===== src/rtl/bn_param_loader_if.sv =====
// Byte-stream handshake into the batch-norm parameter loader.
// A byte transfers on a rising edge where in_valid and in_ready are both high.
interface bn_param_loader_if;
    logic [7:0] in_data;
    logic       in_valid;
    logic       in_ready;

    modport master (output in_data, output in_valid, input in_ready);
    modport slave  (input in_data, input in_valid, output in_ready);
endinterface


===== src/rtl/bn_param_loader.sv =====
// Packet-based writer of per-neuron batch-norm factor/addend pairs with a combinational read port.
// Optional build macro BN_SHADOW_EN: stage writes in a shadow bank, copied to the active bank on commit.
module bn_param_loader #(
    parameter int NEURONS      = 8,
    parameter int WIDTH        = 6,
    parameter int ADDEND_WIDTH = WIDTH - 2,
    localparam int IW          = $clog2(NEURONS)
) (
    input  logic                           clk,
    input  logic                           reset,
    bn_param_loader_if.slave               stream,
    input  logic [IW-1:0]                  rd_index,
    output logic [3:0]                     BN_factor,
    output logic signed [ADDEND_WIDTH-1:0] BN_addend,
    output logic                           load_done,
    output logic                           err
);

    typedef enum logic [1:0] {IDLE, COUNT, DATA, COMMIT} state_t;

    state_t      state;
    logic [IW-1:0] idx;
    logic [7:0]  remaining;
    logic        accept;
    logic [7:0]  d;

    logic [3:0]                     act_factor [NEURONS];
    logic signed [ADDEND_WIDTH-1:0] act_addend [NEURONS];
`ifdef BN_SHADOW_EN
    logic [3:0]                     sh_factor  [NEURONS];
    logic signed [ADDEND_WIDTH-1:0] sh_addend  [NEURONS];
`endif

    assign accept = stream.in_valid & stream.in_ready;
    assign d      = stream.in_data;

    assign BN_factor = act_factor[rd_index];
    assign BN_addend = act_addend[rd_index];

    function automatic logic header_ok(logic [7:0] b);
        return b[7] && ({1'b0, b[6:0]} < 8'(NEURONS));
    endfunction

    function automatic logic count_ok(logic [7:0] b);
        return (b != 8'd0) && (b <= 8'(NEURONS));
    endfunction

    // Reserved factor codes, a zero-only bypass code, and addends that do not fit ADDEND_WIDTH are rejected.
    function automatic logic data_ok(logic [7:0] b);
        logic signed [ADDEND_WIDTH-1:0] a;
        logic [3:0]                     ext;
        logic                           ok;
        a   = b[ADDEND_WIDTH-1:0];
        ext = 4'(a);
        ok  = (ext == b[3:0]);
        case (b[7:4])
            4'b0000, 4'b0111, 4'b1011, 4'b1111: ok = 1'b0;
            4'b0011: if (b[3:0] != 4'd0) ok = 1'b0;
            default: ;
        endcase
        return ok;
    endfunction

    function automatic logic [IW-1:0] next_index(logic [IW-1:0] i);
        return (i == IW'(NEURONS - 1)) ? '0 : i + 1'b1;
    endfunction

    always_ff @(posedge clk or posedge reset) begin
        if (reset) begin
            state           <= IDLE;
            idx             <= '0;
            remaining       <= '0;
            stream.in_ready <= 1'b0;
            load_done       <= 1'b0;
            err             <= 1'b0;
            for (int i = 0; i < NEURONS; i++) begin
                act_factor[i] <= 4'b0100;
                act_addend[i] <= '0;
`ifdef BN_SHADOW_EN
                sh_factor[i]  <= 4'b0100;
                sh_addend[i]  <= '0;
`endif
            end
        end else begin
            load_done       <= 1'b0;
            stream.in_ready <= 1'b1;
            case (state)
                IDLE: if (accept) begin
                    if (header_ok(d)) begin
                        err   <= 1'b0;
                        idx   <= d[IW-1:0];
                        state <= COUNT;
                    end else begin
                        err   <= 1'b1;
                    end
                end
                COUNT: if (accept) begin
                    if (count_ok(d)) begin
                        remaining <= d;
                        state     <= DATA;
                    end else begin
                        err       <= 1'b1;
                        state     <= IDLE;
                    end
                end
                DATA: if (accept) begin
                    if (data_ok(d)) begin
`ifdef BN_SHADOW_EN
                        sh_factor[idx]  <= d[7:4];
                        sh_addend[idx]  <= d[ADDEND_WIDTH-1:0];
`else
                        act_factor[idx] <= d[7:4];
                        act_addend[idx] <= d[ADDEND_WIDTH-1:0];
`endif
                    end else begin
                        err <= 1'b1;
                    end
                    idx       <= next_index(idx);
                    remaining <= remaining - 8'd1;
                    // Last byte: drop ready now so the commit cycle is a registered bubble.
                    if (remaining == 8'd1) begin
                        state           <= COMMIT;
                        load_done       <= 1'b1;
                        stream.in_ready <= 1'b0;
                    end
                end
                COMMIT: begin
`ifdef BN_SHADOW_EN
                    act_factor <= sh_factor;
                    act_addend <= sh_addend;
`endif
                    state <= IDLE;
                end
                default: state <= IDLE;
            endcase
        end
    end

endmodule


===== src/flat_wrapper.sv =====
// flat-port wrapper written by rule: the top's interface ports become plain ports
module bn_param_loader_flat 
#(
    parameter int NEURONS      = 8,
    parameter int WIDTH        = 6,
    parameter int ADDEND_WIDTH = WIDTH - 2,
    localparam int IW          = $clog2(NEURONS)
)
  (clk, reset, rd_index, BN_factor, BN_addend, load_done, err, stream_in_data, stream_in_valid, stream_in_ready);
  bn_param_loader_if stream_i ();
  input  logic clk;
  input  logic reset;
  input  logic [IW-1:0] rd_index;
  output logic [3:0] BN_factor;
  output logic signed [ADDEND_WIDTH-1:0] BN_addend;
  output logic load_done;
  output logic err;
  input wire logic [$bits(stream_i.in_data)-1:0] stream_in_data;
  input wire logic [$bits(stream_i.in_valid)-1:0] stream_in_valid;
  output wire logic [$bits(stream_i.in_ready)-1:0] stream_in_ready;
  assign stream_i.in_data = stream_in_data;
  assign stream_i.in_valid = stream_in_valid;
  assign stream_in_ready = stream_i.in_ready;
  bn_param_loader #(.NEURONS(NEURONS), .WIDTH(WIDTH), .ADDEND_WIDTH(ADDEND_WIDTH)) u_core (.clk(clk), .reset(reset), .stream(stream_i), .rd_index(rd_index), .BN_factor(BN_factor), .BN_addend(BN_addend), .load_done(load_done), .err(err));
endmodule

===== config.mk =====
export PLATFORM = sky130hd
export DESIGN_NAME = bn_param_loader_flat
export DESIGN_NICKNAME = d
export VERILOG_FILES = /design/src/rtl/bn_param_loader_if.sv /design/src/rtl/bn_param_loader.sv /design/src/flat_wrapper.sv
export SDC_FILE = /design/constraint.sdc
export NUM_CORES = 1
export LEC_CHECK = 0
export CAP_MARGIN = 0
export CORE_UTILIZATION = 25
export CTS_BUF_LIST = sky130_fd_sc_hd__clkbuf_8
export CTS_CLUSTER_SIZE = 40
export DETAILED_ROUTE_END_ITERATION = 8
export HOLD_SLACK_MARGIN = 0.1
export PLACE_DENSITY_LB_ADDON = 0.3
export REMOVE_ABC_BUFFERS = 1
export SYNTH_ARGS = -nofsm -noshare
export SYNTH_HDL_FRONTEND = slang
export SYNTH_SLANG_ARGS = --single-unit

===== constraint.sdc =====
create_clock -name clk -period 4.25 [get_ports clk]
set_input_delay 1.0625 -clock clk [delete_from_list [all_inputs] [get_ports clk]]
set_output_delay 1.0625 -clock clk [all_outputs]
set_load 0.01 [all_outputs]

==> results of run 1 <==
==> kinds of logic after synthesis <==
logic type | synth area share [%]
multiplexers | 30.0
flip-flops | 46.5
AND/OR/NAND/NOR | 11.6
AO/OA/AOI/OAI | 6.28
buffers and inverters | 3.27
adder cells (fa/ha/maj) | 2.31
==> placed cells by master (no fill, tap or decap), drive strengths merged, types with 3 or more instances in the layout <==
cell type,n
o31ai,3
or3b,3
nor4,7
or3,3
o21ai,10
mux4,16
mux2i,3
ha,8
a31oi,5
or4,5
dfrtp,72
clkbuf,9
buf,21
a21oi,12
mux2,78
nor4b,4
nand2,9
clkdlybuf4s50,24
inv,13
dfstp,8
nand3,3
nand4,5
nor2,6
o41ai,3
==> layout make-up <==
type | count | area [µm²]
Fill cell | 1663 | 11600
Multi-Input combinational cell | 206 | 2170
Sequential cell | 80 | 2010
Timing Repair Buffer | 45 | 435
Tap cell | 220 | 275
Clock buffer | 9 | 124
Clock inverter | 7 | 109
Inverter | 10 | 38.8
==> registers in the layout, indices dropped and copies added, names as in the netlist, named ones only <==
signal,cells
u_core.state,1
u_core.load_done,1
u_core.remaining,8
u_core.act_addend,32
u_core.idx,3
u_core.act_factor,32
u_core.err,1
u_core.stream.in_ready,1
==> metal layers <==
metal  part of all wire [%]  track usage (%)  vias up
li1                       -                -     1271
met1                     46             16.1     1467
met2                     50             20.1       41
met3                    1.8             1.64       18
met4                    2.8             6.76        0
met5                      0                0        -
==> stage by stage <==
| step | total power [W] | util, % | cell area, µm² | cells | worst slack, ns |
|---|---|---|---|---|---|
| detailed placement | 0.00223 | 29.4 | 4930 | 561 | 0.0946 |
| global placement | 0.00219 | 29.4 | 4930 | 561 | 0.103 |
| floorplan | 0.00192 | - | 4220 | 296 | 1.15 |
| CTS | 0.00291 | 30.8 | 5170 | 577 | 0.0831 |
| finish | 0.00288 | 30.8 | 5170 | 577 | 0.0981 |
| global route | 0.00305 | 30.8 | 5170 | 577 | 0.0475 |
==> worst max path at each step <==
stage	end	slack [ns]	cells after the start
floorplan	asynchronous set/reset pin	1.15	1
global placement	BN_addend[1]	0.10	5
detailed placement	BN_addend[1]	0.09	5
CTS	BN_addend[1]	0.08	5
global route	BN_addend[1]	0.05	5
finish	BN_addend[1]	0.1	5
==> cell usage after synthesis (4+ instances only) <==
| cell type | instances |
|---|---|
| dfrtp_1 | 72 |
| mux2_2 | 70 |
| mux4_2 | 16 |
| clkbuf_1 | 13 |
| a21oi_1 | 11 |
| inv_1 | 10 |
| o21ai_0 | 10 |
| dfstp_2 | 8 |
| ha_1 | 8 |
| mux2_4 | 8 |
| nand2_1 | 7 |
| nor2_1 | 6 |
| a31oi_1 | 5 |
| nand4_1 | 5 |
| nor4_1 | 4 |
| nor4b_4 | 4 |
==> power by group through the flow <==
stage	logic (W)	registers [W]	clock network, W
floorplan	0.000675	0.00125	0
global placement	0.000879	0.00132	0
detailed placement	0.000909	0.00132	0
CTS	0.000913	0.00131	0.000685
global route	0.000985	0.00135	0.000711
finish	0.000903	0.00131	0.000666
==> qor.txt, run 1 <==
Hold Violations, Final = 0
drt pass-1 iters = 4
Final GP Congestion = 0.740
worst path cell trace = clkdlybuf4s50_1 > buf_12 > mux4_2 > mux2_2 > clkdlybuf4s50_1
Synth top area share = 41.7%
Max Freq = 241 MHz
most used cell, CP = clkdlybuf4s50_1
Fin Setup TNS = 0 ns
period utilisation layout = 97.7%
largest net degree at the start of global routing = 81
P&R area growth vs syn = 19.4%
latest clock arrival within the worst-skew pair = 0.36 ns
hold slack = 0.511 ns
Core Region = 0.0168 mm²
drt initial violations = 159
min cycle time layout = 4.15 ns
outcome = complete, no violations
CTS H-Tree Depth = 3
clock power share = 23.1%
Layout Nets = 374
sw frac = 31.1%
WS Path Type = in2out
die area = 0.0178 mm²
Hold Crit Start = u_core.act_addend[23]
row cnt = 47
DIE HEIGHT = 134 µm
sequential share of the synthesized area = 46.5%
Max Cap Violations = 0
reg2reg setup slack = 1.81 ns
GRT Residual Overflow = 0
vias in the first global route = 2937
Die X = 134 µm
Critical Path Max Stage Delay = 0.52 ns
post-CTS setup buffers = 0
# port buffers = 24
cell taking the most area after synthesis = dfrtp_1
final WL = 10.3 mm
overall global routing resource usage = 12.4%
clk_skew = 0.0105 ns
Pins Over Slew Limit = 0
hpwl dp = 6.88 mm
Sw Pwr = 0.000896 W
# resized after CTS = 0
synth top area cells = dfrtp_1 (42%), mux2_2 (18%), mux4_2 (8.3%)
initial antenna violation count = 0
initial core utilization = 25.8%
Worst EP required = 3.19 ns
n_diodes = 0
crit path from = rd_index[1]
Netlist cell types = 50
hold-fix buffers at CTS = 0
Crit Path Max Fanout = 16
hold path depth = 1
Sink Count = 80
P_int = 0.00198 W
clock transition at the registers of the reported paths = 0.08 ns
worst path bufs/invs = 3
Cells after Synth = 315
final setup fails = 0
Mapped Avg Cell Area = 13.7 µm²
Slew @ Worst Pin = 0.636 ns
worst vdd ir = 0.186 mV
Max Root-Sink Buffers = 2
relative slew slack = 57.1%
Hold Crit Class = reg2reg
via-per-instance ratio = 4.85
Inserted Clock Buffers = 9
Synth Flop Type = dfrtp_1
CTS tree = done
sequential power share = 45.5%
nature of the critical path endpoint = primary output
R2R cell count = 8
Power Density = 557 mW/mm²
DR DRC count = 0
vias = 2797
critical path arrival = 3.09 ns
total I/O pin count = 25
Async S/R FF share, synth = 100%
number of synthesized register bits = 80
Logic pwr share = 31.4%
first-pass GRT wire length = 16.8 mm
number of synthesis warnings = 0
CP max-delay cell = mux4_2
drt wl/cell = 17.8 µm
RSZ-0062 raised after global routing = no
clk root buf = clkbuf_8
reg2reg end = u_core.act_addend[26]
CP delay by family, top = buffers and inverters
ANT nets after route = 0
CP Launch Type = input port
fraction of layout cells with a size suffix above 1 = 45.9%
Lkg Pwr = 2.17 nW
Hold Crit Endpoint = u_core.act_addend[23]
Mapped Area = 0.00433 mm²
Crit Reg-Reg Startpoint = u_core.state[0]
number of synthesized flops with an enable pin = 0
No activity file was read; power rests on OpenSTA's default activity.
==> run 2: changes to the inputs <==
CTS_CLUSTER_DIAMETER = 150   (was unset)
RECOVER_POWER = 100   (was unset)
==> qor.txt, run 2 (synthesis results as in run 1) <==
Crit Path Max Fanout = 16
fraction of layout cells with a size suffix above 1 = 38.9%
overall global routing resource usage = 12.4%
Final GP Congestion = 0.740
WS Path Type = in2out
Logic pwr share = 30.4%
Lkg Pwr = 2.07 nW
drt pass-1 iters = 4
initial antenna violation count = 0
Power Density = 566 mW/mm²
P&R area growth vs syn = 15.6%
Die X = 134 µm
# port buffers = 24
clock transition at the registers of the reported paths = 0.09 ns
worst path bufs/invs = 3
failing checks = capacitance limit, slew limit
RSZ-0062 raised after global routing = no
DR DRC count = 0
Slew @ Worst Pin = 2.02 ns
clk root buf = clkbuf_8
initial core utilization = 25.8%
final setup fails = 0
sw frac = 31.0%
CP Launch Type = input port
placed inst area = 0.00493 mm²
ANT nets after route = 0
min cycle time layout = 4.15 ns
n_diodes = 0
CP max-delay cell = mux4_2
Layout Nets = 374
final instance area = 0.00500 mm²
commonest non-fill, non-tap cell in the layout = dfrtp_1
largest net degree at the start of global routing = 81
Inserted Clock Buffers = 9
Worst EP required = 3.19 ns
sequential power share = 46.0%
worst path cell trace = clkdlybuf4s50_1 > buf_12 > mux4_2 > mux2_2 > clkdlybuf4s50_1
DIE HEIGHT = 134 µm
latest clock arrival within the worst-skew pair = 0.36 ns
Pins Over Slew Limit = 81
Max Cap Violations = 1
Max Freq = 241 MHz
period utilisation layout = 97.7%
P_int = 0.00195 W
outcome = finished, violations left
hpwl dp = 6.88 mm
relative slew slack = -34.4%
CTS H-Tree Depth = 3
critical path arrival = 3.09 ns
CTS tree = done
clk_skew = 0.0121 ns
Fin Setup TNS = 0 ns
row cnt = 47
CP delay by family, top = buffers and inverters
most used cell, CP = clkdlybuf4s50_1
nature of the critical path endpoint = primary output
GRT Residual Overflow = 0
worst vdd ir = 0.186 mV
hold-fix buffers at CTS = 0
drt wl/cell = 17.9 µm
post-CTS setup buffers = 0
clock power share = 23.6%
Largest regs = u_core.act_addend (32), u_core.act_factor (32), u_core.remaining (8)
die area = 0.0178 mm²
Core Region = 0.0168 mm²
Hold Crit Class = reg2reg
Critical Path Max Stage Delay = 0.52 ns
first-pass GRT wire length = 16.8 mm
Max Root-Sink Buffers = 2
vias = 2806
vias in the first global route = 2937
Sink Count = 80
# resized after CTS = 0
total I/O pin count = 25
Sw Pwr = 0.000878 W
via-per-instance ratio = 4.86
Hold Violations, Final = 0
final WL = 10.3 mm
drt initial violations = 146
most frequent cells in the layout = dfrtp_1 (72), mux2_2 (70), clkdlybuf4s50_1 (17)
## run 2: worst reg2reg max path: stages (launching register included)
cell      delay (ns)
dfrtp_1         0.44
inv_1           0.11
ha_1            0.15
buf_4           0.30
nand2_1         0.27
clkbuf_1        0.24
nor4b_1         0.37
clkbuf_1        0.48
mux2_2          0.40
## run 2: per-stage QoR
stage / std cells / setup slack, ns / hold WS [ns] / power (W) / util (%)
after floorplan: 296 / 1.15 / 0.475 / 0.00192 / -
after global routing: 577 / 0.0475 / 0.526 / 0.00300 / 29.8
after CTS: 577 / 0.0831 / 0.513 / 0.00291 / 30.8
final: 577 / 0.0986 / 0.497 / 0.00283 / 29.8
after global placement: 561 / 0.103 / 0.484 / 0.00219 / 29.4
after detailed placement: 561 / 0.0946 / 0.493 / 0.00223 / 29.4
## run 2: layout make-up
| cell class | count | area, µm² |
|---|---|---|
| clock buffers | 9 | 124 |
| clock inverters | 7 | 109 |
| fillers | 1690 | 11800 |
| inverters | 10 | 38.8 |
| multi-input cells | 206 | 2050 |
| flip-flops and latches | 80 | 2010 |
| well taps | 220 | 275 |
| repair buffers | 45 | 387 |
## run 2: path summary, 6_finish.rpt
path                                            from  cells after the start  slack (ns)               endpoint
min in group asynchronous                      reset                      3        1.86             u_core.err
worst min register to register  u_core.act_factor[5]                      1        0.50   u_core.act_factor[5]
worst max register to register       u_core.state[0]                      8        1.36  u_core.act_addend[26]
worst min-delay path            u_core.act_factor[5]                      1        0.50   u_core.act_factor[5]
worst max-delay path                     rd_index[1]                      5         0.1           BN_addend[1]
max in group asynchronous                      reset                      3        1.18   u_core.act_factor[4]
## run 2: power groups by stage
stage / Clock, W / Combinational (W) / Sequential [W]
3_3_place_gp: 0 / 0.000879 / 0.00132
2_1_floorplan: 0 / 0.000675 / 0.00125
6_report: 0.000667 / 0.000862 / 0.00130
4_1_cts: 0.000685 / 0.000913 / 0.00131
5_1_grt: 0.000711 / 0.000944 / 0.00135
3_5_place_dp: 0 / 0.000909 / 0.00132
## run 2: layer usage
layer  vias up  routed length (µm)  GRT usage, %  share of wire (%)
li1       1273                   -             -                  -
met1      1473                4600          16.1                 45
met2        42                5150          20.1                 50
met3        18                 260          1.64                2.5
met4         0                 288          6.76                2.8
met5         -                   0             0                  0
==> run 3: changes to the inputs <==
SKIP_LAST_GASP = 1   (was unset)
SLEW_MARGIN = 20   (was unset)
==> results of run 3 <==
Final layout, timing and power as in run 2 (identical DEF).
